[config.mk]
export PLATFORM = sky130hd
export DESIGN_NAME = ball_engine
export DESIGN_NICKNAME = d
export VERILOG_FILES = /design/src/rtl/ball_engine.sv
export SDC_FILE = /design/constraint.sdc
export NUM_CORES = 1
export LEC_CHECK = 0
export CAP_MARGIN = 10
export CORE_AREA = 8 8 157 159
export CTS_BUF_LIST = sky130_fd_sc_hd__clkbuf_2
export CTS_CLUSTER_SIZE = 28
export DETAILED_ROUTE_END_ITERATION = 10
export DIE_AREA = 0 0 165 167
export PLACE_DENSITY = 0.72
export SLEW_MARGIN = 5
export SYNTH_ARGS = -nofsm -noshare
export SYNTH_HDL_FRONTEND = slang
export SYNTH_SLANG_ARGS = --single-unit
[constraint.sdc]
create_clock -name clk -period 18.25 [get_ports clk]
set_input_delay 3.65 -clock clk [delete_from_list [all_inputs] [get_ports clk]]
set_output_delay 3.65 -clock clk [all_outputs]
set_load 0.1 [all_outputs]
[src/rtl/ball_engine.sv]
// ball_engine: per-frame ball motion for the Pong datapath.
// Bounces off the top/bottom walls and both paddles, deflects by paddle third,
// ramps speed every HITS_PER_SPEEDUP paddle hits, detects misses and runs
// the serve/play/point sequence.
//
// Ports
//   clk, reset                 clock, asynchronous active-high reset
//   x_i, y_i                   current VGA pixel
//   pause_i                    freezes all frame-tick updates
//   padl_*_i / padr_*_i        left/right paddle bounds (t, b, l, r), inclusive
//   ball_on_o                  pixel (x_i, y_i) lies inside the ball
//   ball_x_o, ball_y_o         ball left/top edge
//   speed_o                    horizontal speed in pixels/frame
//   state_o                    0 SERVE, 1 PLAY, 2 POINT
//   score_l_o, score_r_o       one-clk scoring pulses
//
// state  | meaning
// SERVE  | ball held centred, counting SERVE_FRAMES ticks
// PLAY   | ball moves once per tick
// POINT  | one clk, scoring pulse high; then re-centre and serve
module ball_engine #(
  parameter int W                = 10,
  parameter int X_MAX            = 639,
  parameter int Y_MAX            = 479,
  parameter int BALL_SIZE        = 10,
  parameter int V_INIT           = 1,
  parameter int V_MAX            = 4,
  parameter int HITS_PER_SPEEDUP = 4,
  parameter int SERVE_FRAMES     = 60,
  parameter int TICK_Y           = 481
) (
  input  logic         clk,
  input  logic         reset,
  input  logic [W-1:0] x_i,
  input  logic [W-1:0] y_i,
  input  logic         pause_i,
  input  logic [W-1:0] padl_t_i,
  input  logic [W-1:0] padl_b_i,
  input  logic [W-1:0] padl_l_i,
  input  logic [W-1:0] padl_r_i,
  input  logic [W-1:0] padr_t_i,
  input  logic [W-1:0] padr_b_i,
  input  logic [W-1:0] padr_l_i,
  input  logic [W-1:0] padr_r_i,
  output logic         ball_on_o,
  output logic [W-1:0] ball_x_o,
  output logic [W-1:0] ball_y_o,
  output logic [2:0]   speed_o,
  output logic [1:0]   state_o,
  output logic         score_l_o,
  output logic         score_r_o
);

  localparam int SW  = W + 2;
  localparam int BR  = BALL_SIZE - 1;
  localparam int CX  = (X_MAX + 1 - BALL_SIZE) / 2;
  localparam int CY  = (Y_MAX + 1 - BALL_SIZE) / 2;
  localparam int SCW = $clog2(SERVE_FRAMES + 1);
  localparam int HCW = $clog2(HITS_PER_SPEEDUP + 1);

  localparam logic signed [SW-1:0] BR_S   = SW'(BR);
  localparam logic signed [SW-1:0] BSZ_S  = SW'(BALL_SIZE);
  localparam logic signed [SW-1:0] HALF_S = SW'(BALL_SIZE / 2);
  localparam logic signed [SW-1:0] XMAX_S = SW'(X_MAX);
  localparam logic signed [SW-1:0] YMAX_S = SW'(Y_MAX);

  typedef enum logic [1:0] {S_SERVE = 2'd0, S_PLAY = 2'd1, S_POINT = 2'd2} state_t;

  state_t         state_q, state_d;
  logic [W-1:0]   bx_q, bx_d, by_q, by_d;
  logic           vx_neg_q, vx_neg_d, vy_neg_q, vy_neg_d;
  logic [2:0]     vy_mag_q, vy_mag_d, speed_q, speed_d;
  logic [SCW-1:0] serve_cnt_q, serve_cnt_d;
  logic [HCW-1:0] hit_cnt_q, hit_cnt_d;
  logic           score_l_q, score_l_d, score_r_q, score_r_d;

  function automatic logic signed [SW-1:0] ext(input logic [W-1:0] v);
    return $signed({2'b00, v});
  endfunction

  logic                 tick;
  logic signed [SW-1:0] bx_s, by_s, spd, vym, nx, ny;
  logic                 ovl_l, ovl_r, hit_l, hit_r;
  logic signed [SW-1:0] pad_t, pad_h, pad_h3, cen_off;
  logic                 third_top, third_bot;

  assign tick = (y_i == W'(TICK_Y)) && (x_i == '0) && !pause_i;

  assign bx_s = ext(bx_q);
  assign by_s = ext(by_q);
  assign spd  = SW'(speed_q);
  assign vym  = SW'(vy_mag_q);
  assign nx   = vx_neg_q ? bx_s - spd : bx_s + spd;
  assign ny   = vy_neg_q ? by_s - vym : by_s + vym;

  // Paddle overlap uses the current (pre-move) vertical position.
  assign ovl_r = (by_s <= ext(padr_b_i)) && (by_s + BR_S >= ext(padr_t_i));
  assign ovl_l = (by_s <= ext(padl_b_i)) && (by_s + BR_S >= ext(padl_t_i));
  assign hit_r = !vx_neg_q && (nx + BR_S >= ext(padr_l_i)) && (bx_s <= ext(padr_r_i)) && ovl_r;
  assign hit_l = vx_neg_q && (nx <= ext(padl_r_i)) && (bx_s + BR_S >= ext(padl_l_i)) && ovl_l;

  // Ball centre relative to the struck paddle's top; a centre above the
  // paddle counts as top third, below it as bottom third.
  assign pad_t     = hit_r ? ext(padr_t_i) : ext(padl_t_i);
  assign pad_h     = (hit_r ? ext(padr_b_i) : ext(padl_b_i)) - pad_t + SW'(1);
  assign pad_h3    = pad_h / SW'(3);
  assign cen_off   = by_s + HALF_S - pad_t;
  assign third_top = cen_off < pad_h3;
  assign third_bot = cen_off >= (pad_h3 + pad_h3);

  always_comb begin
    state_d     = state_q;
    bx_d        = bx_q;
    by_d        = by_q;
    vx_neg_d    = vx_neg_q;
    vy_neg_d    = vy_neg_q;
    vy_mag_d    = vy_mag_q;
    speed_d     = speed_q;
    serve_cnt_d = serve_cnt_q;
    hit_cnt_d   = hit_cnt_q;
    score_l_d   = 1'b0;
    score_r_d   = 1'b0;
    case (state_q)
      S_SERVE: begin
        if (tick) begin
          if (serve_cnt_q == SCW'(SERVE_FRAMES - 1)) begin
            state_d     = S_PLAY;
            serve_cnt_d = '0;
          end else begin
            serve_cnt_d = serve_cnt_q + SCW'(1);
          end
        end
      end
      S_PLAY: begin
        if (tick) begin
          if (ny[SW-1]) begin
            by_d     = '0;
            vy_neg_d = 1'b0;
          end else if (ny + BR_S > YMAX_S) begin
            by_d     = W'(Y_MAX - BR);
            vy_neg_d = 1'b1;
          end else begin
            by_d = W'(ny);
          end
          if (hit_r || hit_l) begin
            if (hit_r) begin
              bx_d     = W'(ext(padr_l_i) - BSZ_S);
              vx_neg_d = 1'b1;
            end else begin
              bx_d     = padl_r_i + W'(1);
              vx_neg_d = 1'b0;
            end
            // Top/bottom thirds override any wall sign flip; middle keeps it.
            if (third_top) begin
              vy_neg_d = 1'b1;
              vy_mag_d = speed_q;
            end else if (third_bot) begin
              vy_neg_d = 1'b0;
              vy_mag_d = speed_q;
            end else begin
              vy_mag_d = 3'd1;
            end
            if (hit_cnt_q == HCW'(HITS_PER_SPEEDUP - 1)) begin
              hit_cnt_d = '0;
              speed_d   = (speed_q >= 3'(V_MAX)) ? 3'(V_MAX) : speed_q + 3'd1;
            end else begin
              hit_cnt_d = hit_cnt_q + HCW'(1);
            end
          end else if (nx + BR_S > XMAX_S) begin
            state_d   = S_POINT;
            score_l_d = 1'b1;
          end else if (nx[SW-1]) begin
            state_d   = S_POINT;
            score_r_d = 1'b1;
          end else begin
            bx_d = W'(nx);
          end
        end
      end
      S_POINT: begin
        state_d     = S_SERVE;
        bx_d        = W'(CX);
        by_d        = W'(CY);
        speed_d     = 3'(V_INIT);
        hit_cnt_d   = '0;
        serve_cnt_d = '0;
        // Serve toward the player who conceded.
        vx_neg_d    = score_r_q;
        vy_neg_d    = 1'b0;
        vy_mag_d    = 3'd1;
      end
      default: state_d = S_SERVE;
    endcase
  end

  always_ff @(posedge clk or posedge reset) begin
    if (reset) begin
      state_q     <= S_SERVE;
      bx_q        <= W'(CX);
      by_q        <= W'(CY);
      vx_neg_q    <= 1'b0;
      vy_neg_q    <= 1'b0;
      vy_mag_q    <= 3'd1;
      speed_q     <= 3'(V_INIT);
      serve_cnt_q <= '0;
      hit_cnt_q   <= '0;
      score_l_q   <= 1'b0;
      score_r_q   <= 1'b0;
    end else begin
      state_q     <= state_d;
      bx_q        <= bx_d;
      by_q        <= by_d;
      vx_neg_q    <= vx_neg_d;
      vy_neg_q    <= vy_neg_d;
      vy_mag_q    <= vy_mag_d;
      speed_q     <= speed_d;
      serve_cnt_q <= serve_cnt_d;
      hit_cnt_q   <= hit_cnt_d;
      score_l_q   <= score_l_d;
      score_r_q   <= score_r_d;
    end
  end

  assign ball_on_o = ({1'b0, x_i} >= {1'b0, bx_q}) && ({1'b0, x_i} <= {1'b0, bx_q} + (W+1)'(BR)) &&
                     ({1'b0, y_i} >= {1'b0, by_q}) && ({1'b0, y_i} <= {1'b0, by_q} + (W+1)'(BR));
  assign ball_x_o  = bx_q;
  assign ball_y_o  = by_q;
  assign speed_o   = speed_q;
  assign state_o   = state_q;
  assign score_l_o = score_l_q;
  assign score_r_o = score_r_q;

endmodule

Word-level counts from Yosys, hierarchy flattened
Cells that the tools add are included.
{"block": "word_totals", "register_bits": 41, "input_bits": 103, "out_inout_bits": 28, "elab_cells": 147}
{"block": "op_classes", "add_sub_neg": 20, "div": 1, "magnitude_cmp": 17, "n_eq_ne": 14, "mux": 58, "n_reduce_logical": 26}
{"operator": "10-bit 2-to-1 mux", "n": 10}
{"operator": "10-bit by 4-bit adder with 11-bit output (second input constant)", "n": 4}
{"operator": "10-bit one-hot mux with 2 select lines", "n": 2}
{"operator": "3-bit 2-to-1 mux", "n": 11}
{"operator": "10-bit <= comparator", "n": 3}
{"operator": "12-bit by 5-bit adder with 12-bit output (second input constant)", "n": 2}
{"operator": "12-bit by 11-bit greater-or-equal comparator with 1-bit output", "n": 2}
{"operator": "12-bit 2-to-1 mux", "n": 2}
{"operator": "10-bit by 3-bit adder with 11-bit output", "n": 2}
{"operator": "11-bit by 10-bit greater-or-equal comparator with 1-bit output", "n": 2}
{"operator": "10-bit by 11-bit <= comparator with 1-bit output", "n": 2}
{"operator": "10-bit by 3-bit subtractor with 11-bit output", "n": 2}
{"operator": "10-bit greater-or-equal comparator", "n": 2}
{"operator": "1-bit 2-to-1 mux", "n": 18}
{"operator": "3-bit one-hot mux with 2 select lines", "n": 3}
{"operator": "1-bit logical AND", "n": 13}
{"operator": "11-bit by 2-bit adder with 12-bit output (second input constant)", "n": 1}
{"operator": "12-bit adder", "n": 1}
{"operator": "12-bit by 3-bit divider with 12-bit output (second input constant)", "n": 1}
{"operator": "12-bit greater-or-equal comparator", "n": 1}
{"operator": "12-bit by 10-bit > comparator with 1-bit output (second input constant)", "n": 1}
{"operator": "12-bit by 11-bit > comparator with 1-bit output (second input constant)", "n": 1}
{"operator": "12-bit by 11-bit <= comparator with 1-bit output", "n": 1}
{"operator": "12-bit < comparator", "n": 1}
{"operator": "other kinds (29)", "n": 48}

Longest topological paths before layout
Gate-level depths: netlist (run 1).
{"block": "depth", "depth_word": 18, "mapped_depth": 74, "depth_no_buf": 70}

Least setup slack after synthesis (run 1)
No wires, ideal clock.
{"block": "synth_path", "kind": "input to register", "start": "input padr_b_i[6]", "end": "register vy_mag_q[1]", "setup_time_ps": 138, "arrival_time_ps": 15266, "required_time_ps": 18112, "slack_ps": 2846, "cell_stages": 57, "n_path_buf": 4, "cell_sequence": "inv_1 -> ha_1 -> a211oi_1 -> a21oi_1 -> or3_1 -> o21a_1 -> or3_1 -> a21oi_2 -> clkbuf_1 -> mux2i_1 -> inv_1 -> ha_1 -> inv_1 -> fa_1 -> a21oi_1 -> maj3_1 -> maj3_1 -> nand2_1 -> (+21 left out) -> o41ai_1 -> a2111oi_2 -> o21ai_1 -> nand2_1 -> or4_4 -> o21ai_1 -> xor2_1 -> ha_1 -> a21o_1 -> a21o_1 -> a21oi_1 -> nor2_1 -> a221oi_1 -> o21ai_0 -> a21o_1 -> or3_1 -> a2bb2oi_2 -> o31ai_1"}
{"block": "synth_via", "elab_chain_cells": 14, "elab_cells_between_ends": 20, "cone_classes": "add/sub (4); div (1); order compare (3); eq/ne (1); mux (7); reduce/logical (4)"}
{"item": "from (decl)", "line": "42", "rtl": "input logic [W-1:0] padr_b_i,"}
{"item": "10-bit <= comparator", "line": "97", "rtl": "assign ovl_r = (by_s <= ext(padr_b_i)) && (by_s + BR_S >= ext(padr_t_i));"}
{"item": "1-bit logical AND", "line": "97"}
{"item": "1-bit logical AND", "line": "99", "rtl": "assign hit_r = !vx_neg_q && (nx + BR_S >= ext(padr_l_i)) && (bx_s <= ext(padr_r_i)) && ovl_r;"}
{"item": "10-bit 2-to-1 mux, on equally long branches", "line": "105, 104"}
{"item": "10-bit by 10-bit subtractor with 11-bit output", "line": "105", "rtl": "assign pad_h = (hit_r ? ext(padr_b_i) : ext(padl_b_i)) - pad_t + SW'(1);"}
{"item": "11-bit by 2-bit adder with 12-bit output", "line": "105"}
{"item": "12-bit by 3-bit divider with 12-bit output", "line": "106", "rtl": "assign pad_h3 = pad_h / SW'(3);"}
{"item": "12-bit adder", "line": "109", "rtl": "assign third_bot = cen_off >= (pad_h3 + pad_h3);"}
{"item": "12-bit greater-or-equal comparator", "line": "109"}
{"item": "3-bit 2-to-1 mux", "line": "157", "rtl": "end else if (third_bot) begin"}
{"item": "3-bit 2-to-1 mux", "line": "154", "rtl": "if (third_top) begin"}
{"item": "3-bit 2-to-1 mux", "line": "145", "rtl": "if (hit_r || hit_l) begin"}
{"item": "3-bit 2-to-1 mux", "line": "135", "rtl": "if (tick) begin"}
{"item": "3-bit one-hot mux with 2 select lines", "line": "123", "rtl": "case (state_q)"}
{"item": "to (signal assigned)", "line": "215", "rtl": "vy_mag_q <= vy_mag_d;"}
{"item": "to (decl)", "line": "72", "rtl": "logic [2:0] vy_mag_q, vy_mag_d, speed_q, speed_d;"}
Several ways; a longest one is shown, not always the timed one. The select of a mux whose other input is x is not followed.
A chain may end at the register's enable or synchronous reset.

Worst setup path after layout (run 1)
{"block": "layout_path", "start": "input padr_b_i[6]", "end": "register vy_mag_q[2]"}
The elaborated chain is that of the path after synthesis.

==> results of run 1 <==
area by class of cell:
cell class | count | area share (%)
multi-input cells | 1205 | 72.3
repair buffers | 141 | 11.1
flip-flops and latches | 41 | 8.35
inverters | 166 | 4.99
well taps | 285 | 2.85
clock buffers | 5 | 0.200
clock inverters | 3 | 0.200
diodes | 3 | 0.0601
cells in the mapped netlist, drive strengths merged, types with 6 or more instances:
| master | number | area share (%) |
|---|---|---|
| ha | 192 | 22 |
| inv | 163 | 5.6 |
| nand2 | 111 | 3.8 |
| nor2 | 109 | 3.8 |
| o21ai | 102 | 4.8 |
| a21oi | 101 | 4.7 |
| xnor2 | 79 | 6.8 |
| nand3 | 46 | 2.2 |
| nor3 | 39 | 1.8 |
| nand2b | 35 | 2.0 |
| nor2b | 35 | 2.0 |
| nand4 | 32 | 2.0 |
| dfrtp | 27 | 6.2 |
| clkbuf | 23 | 0.79 |
| xor2 | 21 | 1.7 |
| a21o | 19 | 1.3 |
| nor4 | 18 | 1.1 |
| buf | 16 | 1.0 |
| or3 | 16 | 0.97 |
| a211oi | 15 | 1.1 |
| o211ai | 15 | 1.1 |
| dfstp | 14 | 3.4 |
| a31oi | 13 | 0.80 |
| and2 | 12 | 0.69 |
| mux2i | 12 | 1.3 |
| and3 | 11 | 0.72 |
| o31ai | 11 | 0.76 |
| o21bai | 9 | 0.66 |
| a221oi | 8 | 0.70 |
| a22oi | 8 | 0.64 |
| a31o | 8 | 0.64 |
| o21a | 8 | 0.55 |
| fa | 7 | 1.3 |
| a211o | 6 | 0.48 |
| nor4b | 6 | 0.54 |
| o2111ai | 6 | 0.54 |
| o221ai | 6 | 0.54 |
| o41ai | 6 | 0.66 |
| or2 | 6 | 0.37 |
| or4 | 6 | 0.45 |
per-stage QoR:
step	setup WS, ps	cell area [um^2]	cells	hold WS [ps]	power (mW)
floorplan	2850	10900	1451	464	0.583
global placement	1300	12400	1838	483	0.713
detailed placement	967	12400	1838	488	0.724
CTS	1460	12500	1846	537	0.776
global route	389	12500	1849	583	0.858
finish	1340	12500	1849	538	0.783
per-layer routing:
layer | track usage (%) | vias up | wire length (um)
met5 | 0 | - | 0
met4 | 10.2 | 0 | 1400
met3 | 2.96 | 86 | 2270
met2 | 40.3 | 440 | 16000
met1 | 33.1 | 5243 | 15600
li1 | - | 5463 | -
state kept, by name (all words and copies together) (netlist names):
signal,cells
vx_neg_q,1
state_o,2
serve_cnt_q,6
vy_mag_q,3
ball_y_o,10
ball_x_o,10
vy_neg_q,1
score_l_o,1
speed_o,3
hit_cnt_q,3
score_r_o,1
final timing paths:
kind                                end  slack (ps)         start  depth (start not counted)
min reg2reg                hit_cnt_q[1]         540  hit_cnt_q[1]                          2
min                        hit_cnt_q[1]         540  hit_cnt_q[1]                          2
max reg2reg                 vy_mag_q[2]        2530    speed_o[0]                         60
max in group asynchronous   ball_x_o[0]       14270         reset                          3
max                         vy_mag_q[2]        1340   padr_b_i[6]                         53
min in group asynchronous  hit_cnt_q[0]        3560         reset                          3
power breakdown:
part	total, mW	switching (mW)	internal (mW)	leakage [nW]
Combinational	0.641	0.379	0.262	5.11
Clock	0.0505	0.0401	0.0105	0.0300
Sequential	0.0913	0.000000367	0.0913	0.476
Total	0.783	0.419	0.363	5.62
worst max-delay path: cells and delay by family:
kind	cells	cell delay, ps
AND/OR/NAND/NOR	12	2860
buffers and inverters	5	1150
AO/OA/AOI/OAI	22	5010
XOR/XNOR	4	1250
adder cells (fa/ha/maj)	7	2320
multiplexers	3	990
cell families (layout without fill, tap and decap cells):
kind of cell	Yosys count	after routing	synth area share, %
flip-flops	41	41	9.59
adder cells (fa/ha/maj)	204	204	23.8
multiplexers	14	14	1.54
other	0	3	0
AO/OA/AOI/OAI	394	394	25.4
XOR/XNOR	101	101	8.67
AND/OR/NAND/NOR	492	492	23.4
buffers and inverters	205	315	7.52
==> metrics.cfg, run 1 <==
[placement]
gp_congestion = 0.926
dp_hpwl_mm = 29.3
portBuffers = 130

[sta]
finClkSkew_ps = 35.0
worst_pin_slew_ps = 994
max_freq_mhz = 59.1
finalSetupViolCount = 0
tns_ps = 0
max-slew-margin-rel_pct = 33.5
fin_crit_sh_pct = 92.7
drv_slew = 0
period_needed_ps = 16910
hold_viol = 0
rsz0062_at_grt = false

[yosys]
synth_area_per_cell_um2 = 7.50
async_flop_share_pct = 100
synthCells = 1451
ys_seq_area_share_pct = 9.59
synth_nets = 1753
synth_cell_types = 112
ys_warn_count = 0
ys_seq_elements = 41
synth_flop_cell = dfrtp_1
syn_area_mm2 = 0.0109
synth_edf_count = 0

[global_route]
grt_use_total_pct = 25.0
grt_pass1_wl_mm = 56.2
grt_max_degree = 42
antenna_found_initial = 3
grt.overflow.total = 0
grt_pass1_vias = 11000

[clocking]
ctsLongestPathBuffers = 2
clock_sinks = 41
root_buffer = clkbuf_2
cts_inserted_buffers = 5
ctsResizeCount = 0
cts_tree = done
insertion_delay_ps = 490
cts_max_level = 2
cts_hold_buf = 0
path_clk_slew_ps = 250
postCtsSetupBuffers = 0

[final_layout]
final_cell_mix = ha_1, inv_1, clkdlybuf4s50_1
multi_input_area_mm2 = 0.00903
finish.utilization_pct = 56.2
fillCellCount = 2102
final_common_cell = ha_1
ff_latch_area_mm2 = 0.00104
drive_gt1_share_pct = 6.47
nNetsFinal = 1862
syn2layout_area_growth_pct = 14.8

[route]
avgRoutedWirePerCell_um = 19.1
vias = 11200
dr.pass1.iters = 6
routed_wl_mm = 35.3
drcViolationCount = 0
drt.antenna.violating_nets = 0
drtIter0Drc = 868
via_per_inst = 6.07

[die]
io_pins = 131
core_mm2 = 0.0222
num_rows = 55
die_w_um = 165
die_h_um = 167
start_util_pct = 49.0
die_area_mm2 = 0.0276

[outcome]
outcome = completed

[worst_setup_path]
cp_slowest_cell = a31oi_2
worstSetupPathType = in -> reg
endpoint_kind = flip-flop
startpoint_type = input port
cp_data_arrival_time_ps = 17270
max_stage_delay_ps = 640
required_ps = 18610
critPathMaxFanout = 18

[power_and_ir_drop]
p_leak_nw = 5.62
power_density_mw_per_mm2 = 62.7
ir_drop_mv = 0.0586

[run]
drv_cap = 0

[worst_hold_path]
hp-class = reg -> reg

Note: power is estimated with default switching activity, not from simulation.
==> inputs of run 2 (changes only) <==
- CTS_BUF_LIST: sky130_fd_sc_hd__clkbuf_2 -> sky130_fd_sc_hd__clkbuf_4
==> run 2 against run 1 <==
- register-to-register slack better by 30 ps
- routed wire length fell by 0.34%
- first-iteration DRC count rose by 0.92%
- hold slack got worse by 15 ps
- non-clock buffer count is the same
- sequential cell count stayed put
- critical endpoint unchanged
- largest power group unchanged
- highest routed layer unchanged
==> metrics.cfg, run 2 (same netlist as run 1, synthesis figures left out) <==
[clocking]
cts_tree = done
cts_inserted_buffers = 5  ; unchanged
cts_hold_buf = 0  ; unchanged
insertion_delay_ps = 390  ; -100 ps
cts_max_level = 2  ; unchanged
ctsResizeCount = 0  ; unchanged
root_buffer = clkbuf_4
clock_sinks = 41  ; unchanged
postCtsSetupBuffers = 0  ; unchanged
ctsLongestPathBuffers = 2  ; unchanged
path_clk_slew_ps = 150  ; -100 ps

[global_route]
grt_max_degree = 42  ; unchanged
grt_use_total_pct = 25.0  ; -0.026 points
grt_pass1_wl_mm = 56.2  ; about the same
grt.overflow.total = 0  ; unchanged
antenna_found_initial = 3  ; unchanged
grt_pass1_vias = 11000  ; +0.046%

[final_layout]
fillCellCount = 2104  ; +0.095%
nNetsFinal = 1862  ; unchanged
multi_input_area_mm2 = 0.00903  ; unchanged
final_common_cell = ha_1
drive_gt1_share_pct = 6.47  ; unchanged
final_cell_mix = ha_1, inv_1, clkdlybuf4s50_1
ff_latch_area_mm2 = 0.00104  ; unchanged
syn2layout_area_growth_pct = 14.9

[route]
via_per_inst = 6.06  ; -0.20%
vias = 11200  ; -0.20%
avgRoutedWirePerCell_um = 19.0  ; -0.34%
drtIter0Drc = 876  ; +0.92%
top_layer_used = met4
wl_met1_mm = 15.9  ; +1.9%
dr.pass1.iters = 5  ; -1
drcViolationCount = 0  ; unchanged
wl_met3_mm = 1.93  ; -15%
met2_length_mm = 15.9  ; -0.57%
drt.antenna.violating_nets = 0  ; unchanged
routed_wl_mm = 35.2  ; -0.34%

[sta]
drv_slew = 0  ; unchanged
max-slew-margin-rel_pct = 33.4  ; -0.081 points
tns_ps = 0  ; unchanged
period_needed_ps = 17000  ; +91.5 ps
fin_crit_sh_pct = 93.2  ; +0.50 points
max_freq_mhz = 58.8  ; -0.54%
hold_viol = 0  ; unchanged
finalSetupViolCount = 0  ; unchanged
rsz0062_at_grt = false
finClkSkew_ps = 15.0  ; -20.0 ps
worst_pin_slew_ps = 995  ; +1.22 ps

[run]
drv_cap = 0  ; unchanged

[worst_setup_path]
cp_num_buf_inv = 5  ; unchanged
r2r_slack_ps = 2560  ; +30 ps
worstSetupPathType = in -> reg
cp_data_arrival_time_ps = 17260  ; about the same
crit_family = compound AO/OA/AOI/OAI gates
endpoint_kind = flip-flop
reg2reg_from = speed_o[0]
startpoint_type = input port
r2r-end = vy_mag_q[2]
critPathMaxFanout = 18  ; unchanged
required_ps = 18510  ; -100 ps
max_stage_delay_ps = 640  ; about the same
rr_worst_depth = 60  ; unchanged
cp_slowest_cell = a31oi_2

[power_and_ir_drop]
ir_drop_mv = 0.0586  ; about the same
swShare_pct = 53.1  ; -0.47 points
p_seq_share_pct = 11.6  ; about the same
pwr-share-clk_pct = 7.0  ; +0.5 points
p_comb_share_pct = 81.4  ; -0.5 points
power_density_mw_per_mm2 = 62.9  ; +0.37%
power_mw = 0.786  ; +0.47%
p_sw_mw = 0.418  ; -0.40%
power.internal_mw = 0.369  ; +1.5%
p_leak_nw = 5.62  ; about the same

[die]
io_pins = 131  ; unchanged
die_w_um = 165  ; unchanged
die_h_um = 167  ; unchanged
die_area_mm2 = 0.0276  ; unchanged
core_mm2 = 0.0222  ; unchanged
start_util_pct = 49.0  ; unchanged
num_rows = 55  ; unchanged

[placement]
dp_hpwl_mm = 29.3  ; unchanged
portBuffers = 130  ; unchanged
gp_congestion = 0.926  ; unchanged

[worst_hold_path]
hold_depth = 2  ; unchanged
hp-class = reg -> reg
worstHoldEndpoint = hit_cnt_q[1]
worst_hold_startpoint = hit_cnt_q[1]

[outcome]
outcome = completed

## run 2: cell counts in the layout (fill, tap and decap cells not counted)
No cell type changed its count.
## run 2: per-layer routing
metal  track usage [%]  vias to the layer above
met1              33.2                     5244
met4              10.2                        0
met2              40.1                      397
met5                 0                        -
met3              2.86                       92
li1                  -                     5477
## run 2: how the worst max path moves through the flow
stage / start / to / slack, ps / depth (start not counted)
finish: padr_b_i[6] / vy_mag_q[2] / 1250 / 53
global route: padr_b_i[6] / vy_mag_q[2] / 290 / 53
CTS: padr_b_i[6] / vy_mag_q[2] / 1370 / 53
detailed placement: padr_b_i[6] / vy_mag_q[1] / 970 / 53
global placement: padr_b_i[6] / vy_mag_q[2] / 1300 / 53
floorplan: padr_b_i[6] / vy_mag_q[1] / 2850 / 57
## run 2: area by class of cell
class / count / share of cell area, %
clock buffer: 5 / 0.300
clock inverter: 3 / 0.200
sequential: 41 / 8.34
inverter: 166 / 4.98
tap: 285 / 2.85
antenna: 3 / 0.0600
timing repair buffer: 141 / 11.1
multi-input combinational: 1205 / 72.2
## run 2: through the flow
stage          hold slack [ps]  cells  worst slack, ps  utilization (%)  instance area (um^2)
3_5_place_dp               488   1838              967             55.9                 12400
6_report                   523   1849             1250             56.3                 12500
4_1_cts                    519   1846             1370             56.2                 12500
3_3_place_gp               483   1838             1300             55.9                 12400
5_1_grt                    578   1849              287             56.3                 12500
2_1_floorplan              464   1451             2850                -                 10900
## run 2: power groups by stage
stage	Combinational (mW)	Clock (mW)	Sequential (mW)
floorplan	0.491	0	0.0926
finish	0.640	0.0552	0.0911
global route	0.713	0.0596	0.0911
global placement	0.621	0	0.0926
detailed placement	0.631	0	0.0926
CTS	0.634	0.0557	0.0911
## run 2: worst min-delay path, stage by stage (launching register included)
cell and delay [ps]:
dfrtp_1 380, nand3_1 70, nand2_1 60
